===== config.mk =====
export PLATFORM = sky130hd
export DESIGN_NAME = voice_scheduler
export DESIGN_NICKNAME = d
export VERILOG_FILES = /design/src/rtl/voice_scheduler.sv
export SDC_FILE = /design/constraint.sdc
export NUM_CORES = 1
export LEC_CHECK = 0
export ABC_AREA = 1
export CORE_AREA = 5 5 211 213
export DETAILED_ROUTE_END_ITERATION = 10
export DIE_AREA = 0 0 216 218
export SLEW_MARGIN = 20
export SYNTH_ARGS = -nofsm -noshare
export SYNTH_HDL_FRONTEND = slang
export SYNTH_SLANG_ARGS = --single-unit

===== constraint.sdc =====
create_clock -name i_clk -period 7.2 [get_ports i_clk]
set_input_delay 0.72 -clock i_clk [delete_from_list [all_inputs] [get_ports i_clk]]
set_output_delay 0.72 -clock i_clk [all_outputs]
set_load 0.1 [all_outputs]

===== src/rtl/voice_scheduler.sv =====
// voice_scheduler: allocates MIDI note events to DDS voice slots (retrigger, free or
// steal-oldest) and emits one slot-RAM write per event, plus clear sweeps after reset/panic.
module voice_scheduler #(
  parameter int VOICES   = 16,
  parameter int VOICE_AW = 4
) (
  input  logic                i_clk,
  input  logic                i_res_n,
  input  logic                i_ev_valid,
  output logic                o_ev_ready,
  input  logic                i_ev_on,
  input  logic [3:0]          i_ev_ch,
  input  logic [6:0]          i_ev_note,
  input  logic [6:0]          i_ev_vel,
  input  logic                i_all_off,
  output logic                o_wr_en,
  output logic [VOICE_AW-1:0] o_wr_addr,
  output logic [15:0]         o_wr_data,
  output logic [VOICES-1:0]   o_active,
  output logic                o_steal
);

  typedef enum logic [1:0] {
    ST_CLEAR  = 2'd0,
    ST_IDLE   = 2'd1,
    ST_SEARCH = 2'd2,
    ST_WRITE  = 2'd3
  } state_t;

  localparam logic [VOICE_AW-1:0] LAST_IDX = VOICE_AW'(VOICES - 1);
  localparam logic [VOICE_AW-1:0] ONE_IDX  = VOICE_AW'(1);
  localparam logic [VOICE_AW-1:0] ZERO_IDX = VOICE_AW'(0);
  localparam logic [7:0]          AGE_MAX  = 8'd255;

  state_t              state_r;
  state_t              state_next_s;
  logic                ready_r;
  logic [VOICE_AW-1:0] idx_r;

  logic                ev_on_r;
  logic [3:0]          ev_ch_r;
  logic [6:0]          ev_note_r;
  logic [6:0]          ev_vel_r;

  logic [VOICES-1:0]   active_r;
  logic [3:0]          ch_r   [VOICES];
  logic [6:0]          note_r [VOICES];
  logic [7:0]          age_r  [VOICES];

  logic                match_found_r;
  logic                free_found_r;
  logic [VOICE_AW-1:0] match_idx_r;
  logic [VOICE_AW-1:0] free_idx_r;
  logic [VOICE_AW-1:0] old_idx_r;
  logic [7:0]          old_age_r;

  logic                wr_en_r;
  logic                steal_r;
  logic [VOICE_AW-1:0] wr_addr_r;
  logic [15:0]         wr_data_r;

  logic                accept_s;
  logic                hit_s;
  logic                steal_s;
  logic [VOICE_AW-1:0] target_s;

  assign o_ev_ready = ready_r;
  assign o_wr_en    = wr_en_r;
  assign o_wr_addr  = wr_addr_r;
  assign o_wr_data  = wr_data_r;
  assign o_active   = active_r;
  assign o_steal    = steal_r;

  // Next-state decode, scan compare for the current slot and final target selection
  always_comb begin
    state_next_s = state_r;
    accept_s     = 1'b0;
    hit_s        = active_r[idx_r] && (ch_r[idx_r] == ev_ch_r) && (note_r[idx_r] == ev_note_r);
    steal_s      = ev_on_r && !match_found_r && !free_found_r;
    if (match_found_r) begin
      target_s = match_idx_r;
    end else if (free_found_r) begin
      target_s = free_idx_r;
    end else begin
      target_s = old_idx_r;
    end
    case (state_r)
      ST_CLEAR: begin
        if (idx_r == LAST_IDX) begin
          state_next_s = ST_IDLE;
        end else begin
          state_next_s = ST_CLEAR;
        end
      end
      ST_IDLE: begin
        // Panic wins over a coincident event, which is then simply not accepted
        if (i_all_off) begin
          state_next_s = ST_CLEAR;
        end else if (i_ev_valid) begin
          accept_s     = 1'b1;
          state_next_s = ST_SEARCH;
        end else begin
          state_next_s = ST_IDLE;
        end
      end
      ST_SEARCH: begin
        if (idx_r == LAST_IDX) begin
          state_next_s = ST_WRITE;
        end else begin
          state_next_s = ST_SEARCH;
        end
      end
      ST_WRITE: begin
        state_next_s = ST_IDLE;
      end
      default: begin
        state_next_s = ST_CLEAR;
      end
    endcase
  end

  // State register and ready flag
  always_ff @(posedge i_clk) begin
    if (!i_res_n) begin
      state_r <= ST_CLEAR;
      ready_r <= 1'b0;
    end else begin
      state_r <= state_next_s;
      ready_r <= (state_next_s == ST_IDLE);
    end
  end

  // Slot table, scan candidates, event latch and write port
  always_ff @(posedge i_clk) begin
    if (!i_res_n) begin
      idx_r         <= ZERO_IDX;
      ev_on_r       <= 1'b0;
      ev_ch_r       <= 4'd0;
      ev_note_r     <= 7'd0;
      ev_vel_r      <= 7'd0;
      active_r      <= '0;
      match_found_r <= 1'b0;
      free_found_r  <= 1'b0;
      match_idx_r   <= ZERO_IDX;
      free_idx_r    <= ZERO_IDX;
      old_idx_r     <= ZERO_IDX;
      old_age_r     <= 8'd0;
      wr_en_r       <= 1'b0;
      steal_r       <= 1'b0;
      wr_addr_r     <= ZERO_IDX;
      wr_data_r     <= 16'h0000;
      for (int i = 0; i < VOICES; i++) begin
        ch_r[i]   <= 4'd0;
        note_r[i] <= 7'd0;
        age_r[i]  <= 8'd0;
      end
    end else begin
      wr_en_r <= 1'b0;
      steal_r <= 1'b0;
      case (state_r)
        ST_CLEAR: begin
          wr_en_r   <= 1'b1;
          wr_addr_r <= idx_r;
          wr_data_r <= 16'h0000;
          idx_r     <= (idx_r == LAST_IDX) ? ZERO_IDX : idx_r + ONE_IDX;
        end
        ST_IDLE: begin
          idx_r <= ZERO_IDX;
          if (i_all_off) begin
            active_r <= '0;
            for (int i = 0; i < VOICES; i++) begin
              age_r[i] <= 8'd0;
            end
          end else if (accept_s) begin
            // A note-on with zero velocity is a note-off
            ev_on_r       <= i_ev_on && (i_ev_vel != 7'd0);
            ev_ch_r       <= i_ev_ch;
            ev_note_r     <= i_ev_note;
            ev_vel_r      <= i_ev_vel;
            match_found_r <= 1'b0;
            free_found_r  <= 1'b0;
            match_idx_r   <= ZERO_IDX;
            free_idx_r    <= ZERO_IDX;
            old_idx_r     <= ZERO_IDX;
            old_age_r     <= 8'd0;
          end
        end
        ST_SEARCH: begin
          if (hit_s && !match_found_r) begin
            match_found_r <= 1'b1;
            match_idx_r   <= idx_r;
          end
          if (!active_r[idx_r] && !free_found_r) begin
            free_found_r <= 1'b1;
            free_idx_r   <= idx_r;
          end
          // Strict compare keeps the lowest index on equal ages
          if (age_r[idx_r] > old_age_r) begin
            old_age_r <= age_r[idx_r];
            old_idx_r <= idx_r;
          end
          idx_r <= (idx_r == LAST_IDX) ? ZERO_IDX : idx_r + ONE_IDX;
        end
        ST_WRITE: begin
          idx_r <= ZERO_IDX;
          if (ev_on_r) begin
            wr_en_r   <= 1'b1;
            steal_r   <= steal_s;
            wr_addr_r <= target_s;
            wr_data_r <= {1'b1, ev_note_r, 1'b0, ev_vel_r};
            for (int i = 0; i < VOICES; i++) begin
              if (VOICE_AW'(i) == target_s) begin
                active_r[i] <= 1'b1;
                ch_r[i]     <= ev_ch_r;
                note_r[i]   <= ev_note_r;
                age_r[i]    <= 8'd0;
              end else if (active_r[i] && (age_r[i] != AGE_MAX)) begin
                age_r[i] <= age_r[i] + 8'd1;
              end
            end
          end else if (match_found_r) begin
            wr_en_r               <= 1'b1;
            wr_addr_r             <= match_idx_r;
            wr_data_r             <= {1'b0, ev_note_r, 8'd0};
            active_r[match_idx_r] <= 1'b0;
            age_r[match_idx_r]    <= 8'd0;
          end
        end
        default: begin
          idx_r <= ZERO_IDX;
        end
      endcase
    end
  end

endmodule

# Yosys cells after proc, flatten, opt, wreduce, memory -nomap -nowiden

Memories as Yosys holds them, arrays and structs flattened. A register that Yosys moved wholly into a read port is not among the register bits.
Cells that the tools add are included.

Output and inout port bits: 39
Memories kept: 3
RAM bits: 304
Logic and storage cells: 593
Bits in registers: 86

Memories:

| name   | words | width | read ports | clocked after Yosys merged registers in | wr ports | RTL line | text |
|---|---|---|---|---|---|---|---|
| age_r  | 16    | 8     | 17         | 1                                       | 16       | 48       | `logic [7:0] age_r [VOICES];` |
| note_r | 16    | 7     | 1          | 1                                       | 16       | 47       | `logic [6:0] note_r [VOICES];` |
| ch_r   | 16    | 4     | 1          | 1                                       | 16       | 46       | `logic [3:0] ch_r [VOICES];` |

$add $sub $neg: 17
Mux-type cells: 334
Equality and inequality tests: 61
Bitwise logic cells: 83
$lt $le $gt $ge: 4
Reduce and logical (&&, ||, !) cells: 58

Operators by type and width:

| operator                                            | count |
|---|---|
| two-way mux 8 bit                                   | 52 |
| two-way mux 1 bit                                   | 215 |
| adder 8 x 1 -> 8 bit (second input constant)        | 16 |
| inequality test 8 bit (second input constant)       | 16 |
| two-way mux 4 bit                                   | 30 |
| two-way mux 7 bit                                   | 16 |
| two-way mux 16 bit                                  | 5 |
| OR 1 bit                                            | 80 |
| AND reduction 4 bit                                 | 19 |
| one-hot mux 16 bit (2 select lines)                 | 2 |
| inequality test 3 bit (second input constant)       | 17 |
| one-hot mux 4 bit (2 select lines)                  | 5 |
| == test 4 bit (first input constant)                | 8 |
| logical AND 1 bit                                   | 24 |
| AND 16 bit                                          | 1 |
| == test 3 x 4 -> 1 bit (first input constant)       | 4 |
| NOT 16 bit                                          | 1 |
| one-hot mux 8 bit (2 select lines)                  | 1 |
| inequality test 2 bit (second input constant)       | 6 |
| < comparator 4 x 5 -> 1 bit (second input constant) | 2 |
| == test 2 x 4 -> 1 bit (first input constant)       | 2 |
| greater-than comparator 8 bit                       | 1 |
| one-hot mux 2 bit (4 select lines)                  | 1 |
| OR reduction 8 bit                                  | 1 |
| 21 further kinds                                    | 32 |

# Logic depth before layout (Yosys ltp)

Gate-level depths: netlist of run 1.

Depth in word-level cells: 11
Depth in mapped cells: 20
Mapped depth without buffers: 19

# Least setup slack after synthesis of run 1

No wires, ideal clock.

Kind: register to register
From: reg idx_r[0] (netlist name)
To: reg old_idx_r[1]
Buffers on the path: 5
Stages on the path, launching flop included: 20
Library setup time: 0.086 ns
Data arrival time: 2.915 ns
Clock period less this slack: 3.001 ns
Slack: 4.199 ns
Cells stage by stage: dfxtp_1 -> buf_2 -> buf_4 -> buf_2 -> buf_4 -> a21oi_1 -> o21ai_0 -> a21oi_1 -> a311o_1 -> ha_1 -> nand2_1 -> o21a_1 -> o221ai_1 -> o21ai_0 -> nand2_1 -> nand2_1 -> inv_1 -> clkbuf_1 -> nor2_1 -> a211oi_1

RTL lines:

| what                 | RTL line | text |
|---|---|---|
| end signal, assigned | 200      | `old_idx_r <= idx_r;` |
| end, declared        | 54       | `logic [VOICE_AW-1:0] old_idx_r;` |

==> flow_metrics.tcl, run 1 <==
set metrics [dict create \
    via_per_inst 5.54 \
    postCtsSetupBuffers 0 \
    wl_per_cell_um 19.3 \
    hold_violations 0 \
    clkTransAtPathRegs_ns 0.06 \
    drv_slew 0 \
    yosys.area.top_type "edfxtp_1" \
    worstHoldPathCells 2 \
    die_area_mm2 0.0471 \
    r2r_setup_slack_ns 2.75 \
    io_pins 62 \
    ctsHoldBuffers 0 \
    cts_resized 0 \
    p_per_area_mw_per_mm2 225 \
    fin_crit_sh_pct 61.8 \
    period_needed_ns 4.45 \
    fin_nets 2662 \
    wirelength_met1_um 25000 \
    finalWirelength_um 61600 \
    status "complete, no violations" \
    fmax_mhz 225 \
    die_x_um 216 \
    route.vias.total 17700 \
    final_util_pct 52.1 \
    worstSetupStartpointType "register" \
    placedInstanceArea_mm2 0.0207 \
    synthCells 2589 \
    cts_tree "built" \
    n_antenna_cell 0 \
    fillerInstances 4074 \
    area.growth.synth_to_final_pct 12.2 \
    drc 0 \
    io_buffers 60 \
    grt_pass1_vias 16800 \
    gp_congestion 0.938 \
    whs_ns 0.464 \
    die_y_um 218 \
    synth.area.top_cells "edfxtp_1, dfxtp_1, nand2_1" \
    max_cap_violations 0 \
    top_layer_used "met4" \
    drtIter0Drc 1575 \
    irDropWorstVdd_mv 0.167 \
    initial_core_util_pct 46.5 \
    cp-end-kind "register" \
    netlist_area_mm2 0.0197 \
    cp.arrival_ns 4.91 \
    worst_pin_slew_ns 1.06 \
    syn_nets 2641 \
    ys_async_sr_fraction_pct 0 \
    r2r_cells 18 \
    crit_required_ns 7.65 \
    final_cell_area_mm2 0.0222 \
    grt_max_degree 90 \
    grt_pass1_wl_um 95300 \
    final_cell_mix "nand2_1, nor2_1, inv_1" \
    relSlewSlack_pct 29.0 \
    htree_levels 2 \
    numCtsBuffers 43 \
    finalSetupViolations 0 \
    num_rows 76 \
    clk_path_buf_depth 3 \
    synth.yosys.seq_area_share_pct 48.4 \
    synthFlopType "dfxtp_1" \
    fin_skew_ns 0.0194 \
    synth_area_per_cell_um2 7.63 \
    critPathMaxFanout 89 \
    ant_nets 0 \
    cts_sinks 389 \
    final_common_cell "nand2_1" \
    synthDistinctLibCells 58 \
    clock-root-buffer "clkbuf_16" \
    synth_top_area_share_pct 26.8 \
    fp.coreArea_mm2 0.0425 \
    critPathKind "register to register" \
    tns_ns 0 \
    synth_warnings 0 \
    grt_use_total_pct 25.6 \
    synth_seq_cells 389 \
    rsz0062_at_grt "no" \
    antenna_found_initial 0 \
    clock_latency_ns 0.58 \
    dpl.hpwl_um 42800 \
    multiInputGateArea_mm2 0.00867 \
    dr_wl_met2_um 30000 \
    hold_path_class "register to register" \
    detail_route.first_pass.iterations 9 \
    drive_gt1_share_pct 6.77 \
    regArea_mm2 0.00956 \
    gr-total-overflow 0 \
    met3_length_um 3740 \
    synth_enable_flop_cells 176 \
    leakagePower_nw 8.38 \
]
[sequential cells by signal (all words and copies together) (netlist names), 7 cells and up]
register and flops:
age_r 128, note_r 112, ch_r 64, o_active 16, o_wr_data 15, old_age_r 8
ev_note_r 7, ev_vel_r 7
[stage by stage]
stage / std cells / setup slack, ns / total power, mW
after floorplan: 2589 / 4.20 / 2.69
after global placement: 3111 / 2.81 / 2.80
after detailed placement: 3111 / 2.83 / 2.81
after CTS: 3189 / 2.81 / 5.03
after global routing: 3189 / 2.33 / 5.17
final: 3189 / 2.75 / 4.98
[per-layer routing]
layer  GRT usage, %  up-vias
li1               -     8644
met1           32.2     8273
met2           44.2      599
met3           3.37      147
met4           11.5        0
met5              0        -
[report_power, final]
group	internal, mW	leakage, nW	switching (mW)
clock network	1.31	0.690	0.909
registers	2.35	3.49	0.0328
logic	0.114	4.19	0.265
[cell families (layout without fill, tap and decap cells)]
logic type | after synthesis | in the layout | share of synthesized area (%)
AO/OA/AOI/OAI | 513 | 513 | 14.4
XOR/XNOR | 9 | 9 | 0.399
adder cells (fa/ha/maj) | 29 | 29 | 1.84
buffers and inverters | 393 | 447 | 7.81
flip-flops | 389 | 389 | 48.4
other | 1 | 1 | 0.0190
AND/OR/NAND/NOR | 1255 | 1255 | 27.2
[worst max-delay path: stages (launching register included)]
cell and delay, ns:
dfxtp_4 0.39, inv_4 0.66, buf_4 0.78, a21oi_1 0.15, o21ai_0 0.10, o21ai_0 0.14
nand2_1 0.10, nand3_1 0.11, ha_1 0.31, a21oi_1 0.07, o21a_1 0.17, o221ai_1 0.12
o21ai_0 0.11, nand2_1 0.07, nand2_1 0.24, inv_1 0.43, o21ai_0 0.14, o21ai_0 0.11
nor2_1 0.05
[synthesized netlist by cell type, types with 2 or more instances]
cell type	number
a211oi_1	15
a21oi_1	234
a221oi_1	15
a311o_1	4
a31oi_1	6
a32o_1	4
and3_1	2
buf_1	9
buf_2	34
buf_4	4
clkbuf_1	57
clkinv_1	4
dfxtp_1	213
edfxtp_1	176
ha_1	29
inv_1	260
inv_2	23
nand2_1	636
nand2_2	9
nand3_1	223
nand3_2	4
nand4_1	22
nor2_1	280
nor2_2	7
nor2_4	3
nor3_1	34
nor3_2	4
nor3_4	7
nor3b_1	4
o211ai_1	2
o21a_1	2
o21ai_0	185
o21ai_1	21
o21ai_2	4
o21ai_4	3
o221a_2	2
o221ai_1	2
o31ai_1	4
or2_2	16
xnor2_1	3
xor2_1	6
[path summary, 6_finish.rpt]
kind,start,endpoint
worst max-delay path,idx_r[0]$_SDFF_PP0_,old_age_r[0]$_SDFFE_PN0P_
worst min-delay path,ev_vel_r[2]$_SDFFE_PN0P_,ev_vel_r[2]$_SDFFE_PN0P_
worst max register to register,idx_r[0]$_SDFF_PP0_,old_age_r[0]$_SDFFE_PN0P_
worst min register to register,ev_vel_r[2]$_SDFFE_PN0P_,ev_vel_r[2]$_SDFFE_PN0P_
[cell type report]
| type | instances | area share [%] |
|---|---|---|
| Tap cell | 546 | 3.08 |
| Multi-Input combinational cell | 1807 | 39.1 |
| Timing Repair Buffer | 82 | 3.43 |
| Sequential cell | 389 | 43.1 |
| Clock inverter | 14 | 0.864 |
| Inverter | 287 | 4.87 |
| Clock buffer | 64 | 5.48 |
Power figures use the tool's default switching activity.
==> run 2: changes to the inputs <==
- PLACE_DENSITY: not set -> 0.66
- clock period: 7.2 -> 3.59 ns (I/O delays scaled with it)
==> run 2 against run 1 <==
- clock power grew 98%
- highest routed layer unchanged
- largest power group unchanged
- count of clock-buffer cells in the layout shrank 3
- largest cell class unchanged
- final cell count grew 0.72%
- via count grew 1.1%
==> flow_metrics.tcl, run 2 (same netlist as run 1, synthesis figures left out) <==
set metrics [dict create \
    gp_congestion 0.967 \
    num_rows 76 \
    fin_ws_ns 0.363 \
    ant_nets 0 \
    dp_slack_ns 0.452 \
    clock_latency_ns 0.57 \
    startpoint "idx_r[0]$_SDFF_PP0_" \
    route.vias.total 17900 \
    worst_pin_slew_ns 1.02 \
    leakagePower_nw 8.51 \
    final_cell_mix "nand2_1, nor2_1, inv_1" \
    worst_hold_startpoint "i_res_n" \
    finalSetupViolations 0 \
    relSlewSlack_pct 31.8 \
    antenna_found_initial 0 \
    drc 0 \
    cp.arrival_ns 3.66 \
    clock-root-buffer "clkbuf_16" \
    fp.coreArea_mm2 0.0425 \
    die_x_um 216 \
    drtIter0Drc 1759 \
    drv_slew 0 \
    timing.rr.start "idx_r[0]$_SDFF_PP0_" \
    initial_core_util_pct 46.5 \
    clk_path_buf_depth 3 \
    die_y_um 218 \
    numCtsBuffers 42 \
    whs_ns 0.363 \
    fmax_mhz 310 \
    worstSetupStartpointType "register" \
    n_antenna_cell 0 \
    cts_sinks 389 \
    max_cap_violations 0 \
    postCtsSetupBuffers 0 \
    io_buffers 60 \
    period_needed_ns 3.23 \
    critPathMaxFanout 55 \
    cts_tree "built" \
    io_pins 62 \
    critPathKind "register to register" \
    fin_skew_ns 0.0288 \
    status "complete, no violations" \
    wl_per_cell_um 18.6 \
    detail_route.first_pass.iterations 6 \
    ctsHoldBuffers 0 \
    fin_nets 2685 \
    drive_gt1_share_pct 7.73 \
    dpl.hpwl_um 41400 \
    regMostFlops "age_r" \
    crit_required_ns 4.02 \
    fin_crit_sh_pct 89.9 \
    cts_resized 0 \
    via_per_inst 5.56 \
    area.growth.synth_to_final_pct 13.4 \
    hold_violations 0 \
    hold_path_class "input port to register" \
    largest_registers "age_r x128, note_r x112, ch_r x64" \
    largest_reg_flops 128 \
    tns_ns 0 \
    grt_use_total_pct 24.7 \
    grt_pass1_wl_um 93900 \
    gr-total-overflow 0 \
    power_mw 9.95 \
    htree_levels 2 \
    die_area_mm2 0.0471 \
    rsz0062_at_grt "no" \
    grt_max_degree 88 \
    cp-end-kind "register" \
    irDropWorstVdd_mv 0.273 \
    p_per_area_mw_per_mm2 444 \
    grt_pass1_vias 17200 \
    final_common_cell "nand2_1" \
    clkTransAtPathRegs_ns 0.06 \
    finalWirelength_um 59700 \
    fillerInstances 3987 \
]
## run 2: metrics by stage
step                instances  cell area [um2]  util, %
floorplan                2589            19700        -
global placement         3135            21000     49.4
detailed placement       3135            21000     49.4
CTS                      3212            22400     52.7
global route             3212            22400     52.7
finish                   3212            22400     52.7
## run 2: final timing paths
check | end | slack, ns | cells past startpoint
setup / recovery | old_age_r[0]$_SDFFE_PN0P_ | 0.36 | 17
setup reg to reg | old_age_r[0]$_SDFFE_PN0P_ | 0.36 | 17
hold / removal | match_idx_r[1]$_SDFFE_PN0P_ | 0.36 | 4
hold reg to reg | o_wr_data[1]$_SDFFE_PN0P_ | 0.47 | 2
## run 2: power breakdown
group,switching [mW],internal (mW),leakage (nW)
clock,1.84,2.57,0.684
sequential,0.0404,4.71,3.49
combinational,0.542,0.250,4.33
## run 2: cell type report
cell class                      instances  area [um2]  share of cell area [%]
Clock buffer                           61        1240                    5.55
Multi-Input combinational cell       1807        8660                    38.7
Clock inverter                         16         168                   0.749
Sequential cell                       389        9560                    42.7
Timing Repair Buffer                  106        1000                    4.48
Inverter                              287        1080                    4.82
Tap cell                              546         683                    3.05
## run 2: per-layer routing
layer  global-route usage, %  vias to the layer above  part of all wire, %
met2                    42.2                      641                   48
met1                    31.8                     8348                   42
met3                    3.37                      166                  6.2
met4                    10.2                        0                  4.4
li1                        -                     8707                    -
met5                       0                        -                    0
## run 2: worst max-delay path, cell delays in order, from the launching register on
cell,delay (ns)
dfxtp_4,0.36
inv_4,0.16
buf_12,0.24
a21oi_1,0.09
o21ai_0,0.08
nand3_1,0.15
a311o_1,0.32
ha_1,0.30
nand2_1,0.05
o21a_1,0.19
o221ai_1,0.14
o21ai_0,0.11
nand2_1,0.08
nand2_1,0.06
inv_1,0.36
o21ai_0,0.19
o21ai_0,0.12
nor2_1,0.07
==> run 3: changes to the inputs <==
- CORE_AREA: 5 5 211 213 -> 2 2 208 210
- DIE_AREA: 0 0 216 218 -> 0 0 210 212
==> run 3 against run 2 <==
- hold slack lost 0.18 ns
- wire length grew 0.52%
- total power rose by 0.42%
- clock power hardly changed
- utilization barely moved
- critical endpoint is now old_idx_r[2]$_SDFFE_PN0P_
- die area decreased by 5.5%
- sequential share of layout area about the same
- register-to-register slack worse by 0.06 ns
- via count is 1.2% higher
- critical path depth is the same
- global-route usage rose by 2.1 points
- worst setup slack lost 0.059 ns
==> flow_metrics.tcl, run 3 (same netlist as run 1, synthesis figures left out) <==
set metrics [dict create \
    drv_slew 0 \
    finalSetupViolations 0 \
    grt_max_degree 90 \
    period_needed_ns 3.29 \
    wl_per_cell_um 18.6 \
    cp.depth 17 \
    ctsHoldBuffers 0 \
    initial_core_util_pct 46.5 \
    top_usage_layer "met2" \
    gp_congestion 0.965 \
    grt_pass1_vias 17400 \
    critPathKind "register to register" \
    antenna_found_initial 0 \
    hold_violations 0 \
    clk_path_buf_depth 3 \
    area.growth.synth_to_final_pct 13.5 \
    grt_pass1_wl_um 93400 \
    cts_tree "built" \
    num_rows 76 \
    finalWirelength_um 60000 \
    drc 0 \
    gr-total-overflow 0 \
    io_pins 62 \
    p_per_area_mw_per_mm2 446 \
    clock-root-buffer "clkbuf_16" \
    ant_nets 0 \
    final_cell_area_mm2 0.0224 \
    largest_registers "age_r x128, note_r x112, ch_r x64" \
    cp_top_family "compound AO/OA/AOI/OAI gates" \
    final_cell_mix "nand2_1, nor2_1, inv_1" \
    clkTransAtPathRegs_ns 0.06 \
    numCtsBuffers 43 \
    cp-end-kind "register" \
    worstPathCellList "inv_6 -> buf_4 -> a21oi_1 -> o21ai_0 -> nand3_1 -> a311oi_1 -> ha_1 -> inv_1 -> a21oi_1 -> o21a_1 -> o221ai_1 -> o21ai_0 -> nand2_1 -> nand2_1 -> clkinvlp_4 -> o21ai_0 -> a21oi_1" \
    cts_resized 0 \
    drtIter0Drc 1656 \
    use_met2_pct 45.7 \
    r2r_cells 17 \
    regArea_mm2 0.00956 \
    critPathMaxStageDelay_ns 0.42 \
    n_antenna_cell 0 \
    cts_sinks 389 \
    max_cap_violations 0 \
    hold_path_class "input port to register" \
    fp.coreArea_mm2 0.0425 \
    die_area_mm2 0.0445 \
    placedInstanceArea_mm2 0.0210 \
    detail_route.first_pass.iterations 6 \
    worstHoldPathCells 3 \
    io_buffers 60 \
    die_x_um 210 \
    relSlewSlack_pct 29.2 \
    final_common_cell "nand2_1" \
    met3_usage_pct 3.90 \
    regMostFlops "age_r" \
    htree_levels 2 \
    critPathMaxFanout 42 \
    fin_skew_ns 0.0267 \
    irDropWorstVdd_mv 0.322 \
    grt_use_total_pct 26.8 \
    via_per_inst 5.61 \
    rsz0062_at_grt "no" \
    dpl.hpwl_um 42300 \
    cp.arrival_ns 3.76 \
    status "complete, no violations" \
    cp.buffers_inverters 4 \
    tns_ns 0 \
    fin_nets 2693 \
    clock_latency_ns 0.60 \
    fillerInstances 4016 \
    fmax_mhz 304 \
    largest_reg_flops 128 \
    drive_gt1_share_pct 8.07 \
    critPathSlowestCell "dfxtp_4" \
    leakagePower_nw 8.54 \
    multiInputGateArea_mm2 0.00866 \
    worst_pin_slew_ns 1.06 \
    postCtsSetupBuffers 0 \
    die_y_um 212 \
    met1_usage_pct 33.9 \
    route.vias.total 18100 \
    fin_crit_sh_pct 91.5 \
    worstSetupStartpointType "register" \
    crit_required_ns 4.07 \
]
[run 3: changes by cell type in the layout (fill, tap and decap cells not counted)]
cell        delta
clkbuf_1       +1
clkinv_8       -1
clkinv_4       -1
inv_1          -1
buf_12         -3
inv_16         +1
clkbuf_8       -2
buf_6          +1
inv_6          +2
buf_4          +9
clkinv_2       +6
clkinvlp_4     -2
[run 3: layout make-up]
class	count	area share [%]
multi-input combinational	1807	38.6
sequential	389	42.6
clock buffer	60	5.44
tap	546	3.05
clock inverter	20	0.826
timing repair buffer	113	4.56
inverter	287	4.85
[run 3: power breakdown]
group | leakage, nW | switching [mW] | internal, mW
clock | 0.701 | 1.89 | 2.54
sequential | 3.49 | 0.0455 | 4.71
combinational | 4.35 | 0.551 | 0.250
[run 3: through the flow]
step           total power, mW  setup slack, ns  hold slack [ns]  cells  utilization (%)
2_1_floorplan             5.39            0.589            0.435   2589                -
3_3_place_gp              5.63            0.294            0.452   3142             49.4
3_5_place_dp              5.64            0.323            0.453   3142             49.4
4_1_cts                   10.0            0.317            0.163   3222             52.7
5_1_grt                   10.3           0.0551            0.209   3222             52.7
6_report                  9.99            0.305            0.181   3222             52.7
[run 3: worst paths after layout]
| check | startpoint | slack [ns] | end |
|---|---|---|---|
| worst max-delay path | idx_r[0]$_SDFF_PP0_ | 0.30 | old_idx_r[2]$_SDFFE_PN0P_ |
| worst min-delay path | i_res_n | 0.18 | o_active[0]$_SDFFE_PN0P_ |
| worst max register to register | idx_r[0]$_SDFF_PP0_ | 0.30 | old_idx_r[2]$_SDFFE_PN0P_ |
| worst min register to register | ev_vel_r[3]$_SDFFE_PN0P_ | 0.46 | o_wr_data[3]$_SDFFE_PN0P_ |
[run 3: layer usage]
layer	share of wire [%]	vias to the layer above
li1	-	8721
met5	0	-
met4	4.3	0
met2	48	699
met3	6.6	154
met1	41	8506
[run 3: worst reg2reg max path: cells and delay by family, from the launching register on]
family	cells	cell delay (ns)
simple gates	3	0.40
compound gates	9	1.33
buf+inv	4	0.80
fa+ha+maj	1	0.22
flops	1	0.42
